===== config.mk =====
export PLATFORM = sky130hd
export DESIGN_NAME = xor_share_arb
export DESIGN_NICKNAME = d
export VERILOG_FILES = /design/src/rtl/xor_share_arb.sv
export SDC_FILE = /design/constraint.sdc
export NUM_CORES = 1
export LEC_CHECK = 0
export BUFFER_PORTS_ARGS = -buffer_cell sky130_fd_sc_hd__buf_2
export CAP_MARGIN = 20
export CORE_AREA = 2 2 123 125
export DETAILED_ROUTE_END_ITERATION = 10
export DIE_AREA = 0 0 125 127
export PLACE_DENSITY = 0.56
export SYNTH_ARGS = -nofsm -noshare
export SYNTH_HDL_FRONTEND = slang
export SYNTH_SLANG_ARGS = --single-unit

===== constraint.sdc =====
create_clock -name clk -period 2.23 [get_ports clk]
set_clock_uncertainty 0.15 [all_clocks]
set_input_delay 0 -clock clk [delete_from_list [all_inputs] [get_ports clk]]
set_output_delay 0 -clock clk [all_outputs]
set_load 0.01 [all_outputs]

===== src/rtl/xor_share_arb.sv =====
// xor_share_arb: round-robin arbiter sharing one external XOR unit between
// two requesters. The winner's operands go to the XOR unit, and its result is
// captured in a one-entry register. The result is returned to the owning
// requester over a valid/ready channel. A drain and a new accept may happen
// in the same cycle, so the block sustains one operation per cycle.
module xor_share_arb #(
    parameter int WIDTH = 32,
    parameter int CNT_W = 16
) (
    input  logic             clk,
    input  logic             rst_n,

    input  logic             r0_valid,
    output logic             r0_ready,
    input  logic [WIDTH-1:0] r0_a,
    input  logic [WIDTH-1:0] r0_b,
    output logic             r0_rvalid,
    output logic [WIDTH-1:0] r0_rdata,
    input  logic             r0_rready,

    input  logic             r1_valid,
    output logic             r1_ready,
    input  logic [WIDTH-1:0] r1_a,
    input  logic [WIDTH-1:0] r1_b,
    output logic             r1_rvalid,
    output logic [WIDTH-1:0] r1_rdata,
    input  logic             r1_rready,

    output logic [WIDTH-1:0] xor_a,
    output logic [WIDTH-1:0] xor_b,
    input  logic [WIDTH-1:0] xor_s,

    output logic [CNT_W-1:0] op_count
);

    localparam logic ST_EMPTY = 1'b0;
    localparam logic ST_FULL  = 1'b1;

    logic             state;
    logic             owner;
    logic             last;
    logic [WIDTH-1:0] res;
    logic [CNT_W-1:0] count;

    logic drain;
    logic space;
    logic gnt_valid;
    logic gnt_id;
    logic accept;

    // The result register frees up this cycle if it is empty or its owner is draining it.
    always_comb begin
        drain = (state == ST_FULL) && (owner ? r1_rready : r0_rready);
        space = (state == ST_EMPTY) || drain;
    end

    // Round-robin pick: a lone requester wins, and a tie goes to whoever was not served last.
    always_comb begin
        gnt_valid = r0_valid || r1_valid;
        gnt_id    = 1'b0;
        if (r0_valid && r1_valid) begin
            gnt_id = ~last;
        end else if (r1_valid) begin
            gnt_id = 1'b1;
        end
    end

    // Readiness is held low while in reset so nothing looks accepted during reset.
    always_comb begin
        accept   = space && gnt_valid && rst_n;
        r0_ready = accept && !gnt_id;
        r1_ready = accept && gnt_id;
    end

    // Steer the granted requester's operands to the shared XOR unit, or zero when idle.
    always_comb begin
        xor_a = '0;
        xor_b = '0;
        if (gnt_valid) begin
            xor_a = gnt_id ? r1_a : r0_a;
            xor_b = gnt_id ? r1_b : r0_b;
        end
    end

    // Return the held result only to its owner; rvalid comes purely from registers.
    always_comb begin
        r0_rvalid = (state == ST_FULL) && !owner;
        r1_rvalid = (state == ST_FULL) && owner;
        r0_rdata  = !owner ? res : '0;
        r1_rdata  = owner  ? res : '0;
        op_count  = count;
    end

    // Result register state: capture on accept, and go empty on a drain with no new accept.
    always_ff @(posedge clk or negedge rst_n) begin
        if (!rst_n) begin
            state <= ST_EMPTY;
            owner <= 1'b0;
            last  <= 1'b1;
            res   <= '0;
        end else if (accept) begin
            state <= ST_FULL;
            owner <= gnt_id;
            last  <= gnt_id;
            res   <= xor_s;
        end else if (drain) begin
            state <= ST_EMPTY;
        end
    end

    // Count drained operations, wrapping naturally at the counter width.
    always_ff @(posedge clk or negedge rst_n) begin
        if (!rst_n) begin
            count <= '0;
        end else if (drain) begin
            count <= count + 1'b1;
        end
    end

endmodule


# [Yosys cells after proc, flatten, opt, wreduce, memory -nomap -nowiden]
# Cells that the tools add are included.
# Widths: inputs -> output; s select.
[totals] ff_bits=51 word_cells=32
[op_classes] add_sub_neg=1 muxes=11 bitwise=2 reduce_logical=13
[ops] operator="$mux 32" n=6
[ops] operator="$add 16x1->16 const B" n=1
[ops] operator="$logic_and 1x1->1" n=8
[ops] operator="$mux 1" n=5
[ops] operator="$logic_not 1->1" n=2
[ops] operator="$logic_or 1x1->1" n=2
[ops] operator="$not 1->1" n=2
[ops] operator="$reduce_bool 2->1" n=1

# [Logic depth before layout (Yosys ltp)]
# Gate-level depths: netlist of run 1.
[depth] word_depth=6 depth_mapped=6

# [Worst setup path before layout of run 1]
# No wires, ideal clock.
[synth_path] kind="register -> register" startpoint="register count[0], in the netlist op_count[0]" endpoint="register count[10], in the netlist op_count[10]" arrival_ps=1452 required_time_ps=1954 slack_ps=502 path_stages_with_launch=6 n_path_buf=0 path_cell_list="dfrtp_1 ha_1 nand4_1 nor4b_1 nand2_1 xnor2_1"
[synth_via] elab_chain_len=1
[synth_rtl] item="start, declared" line="43" rtl="logic [CNT_W-1:0] count;"
[synth_rtl] item="start signal, assigned" line="116" rtl="count <= count + 1'b1;"
[synth_rtl] item="$add 16x1->16" line="116"
# No other way between the ends.
# A chain may end at the register's enable or synchronous reset.

# [Worst setup path in the final report of run 1]
[layout_path] startpoint="register owner" endpoint="output r1_ready"
[layout_via] elab_chain_len=6
[layout_rtl] item="start, declared" line="40" rtl="logic owner;"
[layout_rtl] item="start signal, assigned" line="103" rtl="owner <= gnt_id;"
[layout_rtl] item="$mux 1" line="53" rtl="drain = (state == ST_FULL) && (owner ? r1_rready : r0_rready);"
[layout_rtl] item="$logic_and 1x1->1" line="53"
[layout_rtl] item="$logic_or 1x1->1" line="54" rtl="space = (state == ST_EMPTY) || drain;"
[layout_rtl] item="$logic_and 1x1->1 (2 in series)" line="70" rtl="accept = space && gnt_valid && rst_n;"
[layout_rtl] item="$logic_and 1x1->1" line="72" rtl="r1_ready = accept && gnt_id;"
[layout_rtl] item="end, declared" line="22" rtl="output logic r1_ready,"
# No other way between the ends.

==> results.md, run 1 <==
- Outcome: finished, final reports clean
- Crit-path cells: mux2i_1 > buf_4 > a21oi_2 > nand2_1 > inv_1 > buf_2
- Layout cells sized above 1: 0.4053
- Synthesized Nets: 669
- Ranking of synthesized cells by area: dfrtp_1 (37%), nand2_1 (26%), o21ai_0 (9.6%), nor2b_1 (6.3%), and2_1 (6.1%)
- Final hold violation count: 0
- Yosys warnings: 0
- Mux share of post-synthesis cell area: 0.002950
- Minimum clock period: 1.924 ns
- Global-route wire length before repair: around 21,000 um
- Core Footprint: 0.01442 mm2
- ANT nets after route: 0
- P_leak: 3.248 nW
- H-Tree Depth: 2
- Pwr per Cell Area: 656.0 mW/mm2
- Die Area: 0.01588 mm2
- Critical register-to-register path startpoint: op_count[0]
- Hold/Removal Path Class: in2reg
- FP Rows: 44
- Max-cap violations: 0
- CP max-delay cell: dfrtp_2
- Register area share after synthesis: 0.3765
- Final setup vio count: 0
- Clock root buffer: clkbuf_16
- Post-synth cell types: 27
- Layout area overhead: 67.51%
- Buffers on Ports: 313
- Final Max Slew Viols: 0
- WP buf/inv: 3
- Clock transition at path regs: 0.06 ns
- Largest family of logic cells by synthesized area: simple AND/OR/NAND/NOR gates
- Vias: about 4,300
- Worst-Margin Slew: 0.6605 ns
- Clock buffer depth: 2
- Starting density of the core: 0.2353
- Starting DRT DRC Count: 105
- Vias in the first global route: 4,003
- Ys async rst share: 1.000
- Placer Congestion: ~0.83
- Cells after Synth: 502
- Synth top cells by count: nand2_1 (239), o21ai_0 (65), dfrtp_1 (50)
- Ys flop type: dfrtp_1
- CP endpoint kind: output port
- # nets final: about 1,000
- DR pass1 iterations: 5
- Largest delay share family, worst path: buffers and inverters
- FF-to-FF path depth: 5
- Antenna violations before repair: 0
- Num CTS Buffers: 5
- Post-DP HPWL: ~11,000 um
- Worst r2r dst: op_count[14]
- Critical path launch point type: flop
- Top Ports: 314
- Clock Sinks: a little over 50
- Wire per inst: 13.47 um
- EDFF count, synth: 0
- CTS tree: yes
- # fillers: about 1,600
- GRT Total Usage: 0.1660
- CP arrival: 1.77 ns
- Post-synthesis simple-gate area fraction: 0.4296
- IR drop worst, VDD: 310.4 uV
- Crit path kind: reg2out
- HP Start: r0_valid
- Relative slew slack: 0.5596
- Drt drc: 0
- Setup TNS: 0 ns
- Via density per instance: between 4 and 5
- #FFs+latches synth: 51
- Synthesized area: 0.003393 mm2
- Largest net degree at the start of global routing: 68
- CP max stage delay: 0.41 ns
- Hold depth: 4
- XOR/XNOR Fraction of Synth Area: 0.03872
- Worst EP required: 2.08 ns
- Grt ovf: 0
- Unrepaired setup endpoints after global routing: false
- Hold Path End: last
- Post-cts gate resize count: 0
- Total Power: 3.729 mW
- Area leader, netlist: dfrtp_1
- Diode count: 0
- Clk_lat worst skew: 0.29 ns
- Top-area cell type share of the netlist area: 0.3687
- Top-count cell post-synth: nand2_1
- Die width: 125 um
- Crit share post-route: 0.8626
- Setup slack, reg-to-reg: 0.39 ns
- Chip height: between 100 and 150 um
- Adder-cell share of the synthesized area: 0.003687
- Max Fclk: between 500 and 600 MHz
- Compound-Gate Fraction of Synth Area: 0.1018
- Critical Path Fanout Max: 8
- Routed WL: 13,710 um
- Synthesized area per cell: around 6.8 um2
[routing by layer]
layer	share of wire	wire (um)	up-vias	track usage
li1	-	-	2244	-
met2	0.51	6968	196	0.3072
met3	0.085	1169	12	0.03894
met5	0	0	-	0
met1	0.39	5352	1836	0.1921
met4	0.016	223	0	0.04510
[power breakdown]
part / switching, mW / total, mW / internal [mW]
Combinational: 0.892 / 1.64 / 0.747
Clock: 0.336 / 0.785 / 0.449
Sequential: 0.187 / 1.31 / 1.12
[worst reg2reg max path, stage by stage (launching register included)]
cell	delay, ns
dfrtp_1	0.44
ha_1	0.24
nand4_1	0.13
nor4b_1	0.50
nand2_1	0.13
xnor2_1	0.14
[how the worst max path moves through the flow]
stage / start / slack (ns) / depth (start not counted) / endpoint
after global routing: owner / 0.14 / 6 / r1_ready
final: owner / 0.31 / 6 / r1_ready
after detailed placement: op_count[0] / 0.38 / 5 / op_count[10]
after global placement: op_count[0] / 0.39 / 5 / op_count[12]
after CTS: owner / 0.24 / 6 / r1_ready
after floorplan: op_count[0] / 0.50 / 5 / op_count[10]
[area by class of cell]
cell class / count / area (um2) / share of cell area
timing repair buffer: 360 / 2044 / 0.3597
inverter: 1 / 3.754 / 0.0006604
multi-input combinational: 414 / 1972 / 0.3469
clock buffer: 6 / 138.9 / 0.02443
clock inverter: 2 / 16.27 / 0.002862
sequential: 51 / 1279 / 0.2250
tap: 184 / 230.2 / 0.04050
[cells in the final DEF (no fill, tap or decap), drive strengths merged]
cell type    Yosys  layout
nor4             1       1
xor2             2       2
a21oi            1       1
and3             3       3
nor2             2       2
nand2          239     239
dfrtp           50      50
inv              1       1
clkbuf          22       6
nand3            6       6
xnor2           13      13
ha               1       1
nor4b            1       1
buf             14     325
o21ai           65      65
mux2i            1       1
or3              1       1
a21boi           1       1
dfstp            1       1
nor2b           34      34
or4              1       1
clkinv           0       1
and2            33      33
nor3             1       1
dlygate4sd3      0      35
a21o             1       1
nand2b           1       1
nand4            6       6
clkinvlp         0       1
[stage by stage]
stage          setup WS [ns]  instance area, um2  std cells    util  hold slack [ns]
2_1_floorplan         0.5017                3393        502       -          -0.4456
3_3_place_gp          0.3909                5179        975  0.3590          0.03832
6_report              0.3064                5684       1018  0.3941          0.09651
3_5_place_dp          0.3799                5179        975  0.3590          0.04342
5_1_grt               0.1361                5684       1018  0.3941           0.1581
4_1_cts               0.2437                5684       1018  0.3941           0.1176
[timing repair]
item,in CTS,in global routing
buffers inserted,0,0
endpoints found under the hold margin,83,0
hold buffers,35,0
[registers in the layout (all words and copies together) (netlist names)]
signal and cells:
res 32, op_count 16, last 1, owner 1, state 1
[kinds of logic (layout without fill, tap and decap cells)]
| group | after synthesis | count (layout) |
|---|---|---|
| AO/OA/AOI/OAI | 68 | 68 |
| XOR/XNOR | 15 | 15 |
| adder cells (fa/ha/maj) | 1 | 1 |
| buffers and inverters | 37 | 369 |
| flip-flops | 51 | 51 |
| multiplexers | 1 | 1 |
| AND/OR/NAND/NOR | 329 | 329 |
Note: power is estimated with default switching activity, not from simulation.
==> run 2: changes to the inputs <==
PLACE_DENSITY = unset   (was 0.56)
PLACE_DENSITY_LB_ADDON = 0.12   (was unset)
==> results.md, run 2 (synthesis results as in run 1) <==
- Clock buffer depth: 2
- Placer Congestion: 0.8699
- Pwr per Cell Area: 667.4 mW/mm2
- Clock root buffer: clkbuf_16
- Met2 Use GR: 0.2954
- H-Tree Depth: 2
- Diode count: 0
- Critical Path Fanout Max: 3
- Final hold violation count: 0
- Critical path launch point type: input port
- Layout cells sized above 1: 0.4055
- Clock transition at path regs: around 0.07 ns
- Layout area overhead: 68.81%
- CP endpoint kind: flop
- Core Footprint: 0.01442 mm2
- ANT nets after route: 0
- Number of flip-flops under the largest register name: 32
- Most frequent cells in the layout: buf_2 (313), nand2_1 (239), o21ai_0 (64), dfrtp_1 (49), dlygate4sd3_1 (36)
- Relative slew slack: 0.5760
- Hold/Removal Path Class: in2reg
- Starting density of the core: 0.2353
- Final Max Slew Viols: 0
- Commonest non-fill, non-tap cell in the layout: buf_2
- Num CTS Buffers: 5
- Die Area: 0.01588 mm2
- Vias: 4,398
- Minimum clock period: 2.040 ns
- Grt ovf: 0
- Clock Sinks: 51
- Worst EP required: 2.25 ns
- Unrepaired setup endpoints after global routing: false
- HP Start: r0_valid
- Crit share post-route: 0.9149
- Die width: around 130 um
- Met3 usage: 0.05611
- Setup crit start: r1_valid
- Drt drc: 0
- Top Ports: 314
- CTS tree: yes
- Chip height: 127 um
- CP arrival: 2.06 ns
- Starting DRT DRC Count: around 140
- Clk_lat worst skew: 0.29 ns
- Setup WS pre-CTS: 0.4123 ns
- GRT Total Usage: 0.1616
- Outcome: finished, final reports clean
- Setup TNS: 0 ns
- Busiest grt layer: met2
- Critical register-to-register path startpoint: op_count[0]
- Crit path kind: in2reg
- DR pass1 iterations: 6
- Largest Register: res
- Wire per inst: 13.32 um
- P_leak: 3.273 nW
- Routed WL: 13,590 um
- # nets final: 1,002
- Max Fclk: roughly 490 MHz
- Largest net degree at the start of global routing: 68
- Final setup margin: 0.1898 ns
- Vias in the first global route: 4,214
- Via density per instance: 4.312
- Max-cap violations: 0
- Final setup vio count: 0
- M1 GR Usage: 0.1786
- FP Rows: 44
- Post-DP HPWL: around 11,000 um
- IR drop worst, VDD: roughly 380 uV
- Antenna violations before repair: 2
- Worst-Margin Slew: roughly 0.64 ns
- Global-route wire length before repair: 21,000 um
- Buffers on Ports: 313
[run 2: cell types whose count changed in the layout (fill, tap and decap cells not counted)]
cell / previous run / this run
buf_12: 3 / 4
bufinv_16: 0 / 1
clkbuf_8: 1 / 0
clkinv_2: 0 / 1
clkinvlp_4: 1 / 0
dlygate4sd3_1: 35 / 36
o21ai_0: 65 / 64
o21ai_1: 0 / 1
[run 2: worst max-delay path, cell delays in order]
cell and delay (ns):
dlygate4sd3_1 0.54, buf_2 0.13, o21ai_1 0.23, dlygate4sd3_1 0.58, nand2_1 0.05, dlygate4sd3_1 0.54
[run 2: power breakdown]
part | total (mW) | internal (mW) | switching, mW | leakage [nW]
clock network | 0.866 | 0.529 | 0.336 | 0.0838
registers | 1.31 | 1.12 | 0.188 | 0.641
logic | 1.65 | 0.760 | 0.892 | 2.55
total | 3.82 | 2.41 | 1.42 | 3.27
[run 2: area by class of cell]
cell class / instances / area, um2
fill: 1538 / 8696
timing repair buffer: 362 / 2074
multi-input combinational: 414 / 1972
sequential: 51 / 1279
tap: 184 / 230.2
clock buffer: 5 / 125.1
clock inverter: 3 / 43.79
inverter: 1 / 3.754
[run 2: worst paths after layout]
kind	end	slack (ns)	cells past startpoint
max	state	0.19	6
min	last	0.03	4
max reg2reg	op_count[14]	0.41	5
min reg2reg	op_count[15]	0.33	1
max in group asynchronous	owner	1.19	3
min in group asynchronous	res[10]	0.29	3
[run 2: per-stage QoR]
step	utilization	hold slack [ns]	instances	total power, mW	cell area (um2)
5_1_grt	0.3971	0.07069	1020	4.129	5728
6_report	0.3971	0.02692	1020	3.823	5728
2_1_floorplan	-	-0.4456	502	2.157	3393
3_3_place_gp	0.3604	0.04204	976	2.918	5199
4_1_cts	0.3971	0.03593	1020	3.893	5728
3_5_place_dp	0.3604	0.04587	976	2.947	5199
[run 2: routing by layer]
layer	routed length, um	up-vias
met3	1294	15
li1	-	2248
met2	6875	199
met4	237	2
met1	5169	1934
met5	13	-
[run 2: repair_timing]
action                     4_1_cts  5_1_grt
hold endpoints to repair        83        0
gates resized for setup          0        1
setup buffers                    0        0
hold buffers                    36        0
setup endpoints to repair        0        1
==> run 3: changes to the inputs <==
HOLD_SLACK_MARGIN = 0.05   (was unset)
==> results.md, run 3 (synthesis results as in run 1) <==
- Hold/Removal Path Class: in2out
- Most frequent cells in the layout: buf_2 (313), nand2_1 (239), o21ai_0 (64), dfrtp_1 (49), dlygate4sd3_1 (37)
- CP max stage delay: around 0.58 ns
- Layout cells sized above 1: 0.4050
- Hold Path End: xor_a[15]
- Clk_lat worst skew: ~0.29 ns
- Worst r2r dst: op_count[14]
- # nets final: 1,003
- Number of flip-flops under the largest register name: 32
- Drt drc: 0
- Unrepaired setup endpoints after global routing: false
- Outcome: finished, final reports clean
- Starting density of the core: 0.2353
- FP Rows: 44
- Worst-Margin Slew: 0.6360 ns
- Setup TNS: 0 ns
- Global-route wire length before repair: roughly 21,000 um
- Crit path kind: in2reg
- Pwr per Cell Area: 666.5 mW/mm2
- Layout area overhead: 69.10%
- Largest delay share family, worst path: buffers and inverters
- Clock root buffer: clkbuf_16
- Core Footprint: roughly 0.014 mm2
- HP Start: r1_a[15]
- IR drop worst, VDD: between 300 and 400 uV
- Minimum clock period: 2.059 ns
- CP endpoint kind: flop
- Largest net degree at the start of global routing: 68
- Commonest non-fill, non-tap cell in the layout: buf_2
- Worst EP required: 2.25 ns
- Crit share post-route: 0.9231
- Largest Register: res
- Critical register-to-register path startpoint: op_count[0]
- Top Ports: 314
- Max Fclk: 485.8 MHz
- CP max-delay cell: dlygate4sd3_1
- GRT Total Usage: 0.1616
- Via density per instance: 4.294
- Hold depth: 4
- Setup slack, reg-to-reg: about 0.4 ns
- H-Tree Depth: 2
- Num CTS Buffers: 5
- Clock Sinks: 51
- Diode count: 0
- Grt ovf: 0
- Wire per inst: 13.31 um
- Placer Congestion: 0.8699
- FF-to-FF path depth: 5
- Die Area: 0.01588 mm2
- Routed WL: between 10,000 and 15,000 um
- Relative slew slack: 0.5760
- Die width: about 130 um
- Final Max Slew Viols: 0
- Post-DP HPWL: 11,000 um
- DR pass1 iterations: 4
- Critical Path Fanout Max: 3
- Vias in the first global route: 4,219
- Max-cap violations: 0
- Clock buffer depth: 2
- Final hold violation count: 0
- Buffers on Ports: ~310
- Most frequent CP cell: dlygate4sd3_1
- Clock transition at path regs: 0.07 ns
- WP buf/inv: 4
- Final setup vio count: 0
- Antenna violations before repair: 2
- WP depth: 6
- # fillers: 1,538
- P_leak: 3.277 nW
- Vias: 4,384
- Chip height: 127 um
- Crit-path cells: dlygate4sd3_1 > buf_2 > o21ai_1 > dlygate4sd3_1 > nand2_1 > dlygate4sd3_1
- Starting DRT DRC Count: 147
- ANT nets after route: 0
- CP arrival: 2.08 ns
- Storage element area: 0.001279 mm2
- Multi-input logic area: around 0.0020 mm2
- Total Power: 3.824 mW
- Critical path launch point type: input port
- CTS tree: yes
[run 3: cell types whose count changed in the layout (fill, tap and decap cells not counted), sizes merged]
cell         previous run  this run
dlygate4sd3            36        37
[run 3: cell type report]
| class | instances | area share |
|---|---|---|
| clock buffers | 5 | 0.02181 |
| clock inverters | 3 | 0.007632 |
| inverters | 1 | 0.0006542 |
| multi-input cells | 414 | 0.3437 |
| flip-flops and latches | 51 | 0.2229 |
| well taps | 184 | 0.04012 |
| repair buffers | 363 | 0.3633 |
[run 3: worst max-delay path by stage]
stage                            from      endpoint  slack (ns)
after floorplan           op_count[0]  op_count[10]        0.50
after global placement    op_count[0]  op_count[14]        0.39
after detailed placement        owner  op_count[11]        0.41
after CTS                    r0_valid         state        0.06
after global routing         r0_valid         state        0.11
final                        r0_valid         state        0.17
[run 3: worst min-delay path, delay by kind of cell]
| kind | cells | cell delay (ns) |
|---|---|---|
| AOI/OAI and AO/OA | 1 | 0.05 |
| buffers and inverters | 2 | 0.20 |
| and+or+nand+nor | 1 | 0.04 |
[run 3: power by group]
group | internal, mW | switching (mW) | total, mW
Combinational | 0.761 | 0.892 | 1.65
Clock | 0.529 | 0.336 | 0.866
Sequential | 1.12 | 0.188 | 1.31
Total | 2.41 | 1.42 | 3.82
[run 3: through the flow]
stage          cell area, um2  std cells  utilization  setup slack (ns)  hold WS (ns)
2_1_floorplan            3393        502            -            0.5017       -0.4456
3_3_place_gp             5199        976       0.3604            0.3936       0.04204
3_5_place_dp             5199        976       0.3604            0.4123       0.04587
6_report                 5738       1021       0.3978            0.1715        0.1354
5_1_grt                  5738       1021       0.3978            0.1128        0.1565
4_1_cts                  5738       1021       0.3978           0.06389        0.1391
[run 3: metal layers]
layer  global-route usage  wire length [um]  vias to the layer above
met2               0.2954              6907                      189
met3              0.05528              1266                       11
met4              0.04444               214                        2
met1               0.1789              5188                     1932
li1                     -                 -                     2250
met5                    0                13                        -
[run 3: timing repair]
| item | 4_1_cts | 5_1_grt |
|---|---|---|
| setup endpoints to repair | 0 | 1 |
| hold endpoints to repair | 84 | 0 |
| buffers inserted | 0 | 0 |
| gates resized for setup | 0 | 1 |
| hold buffers | 37 | 0 |
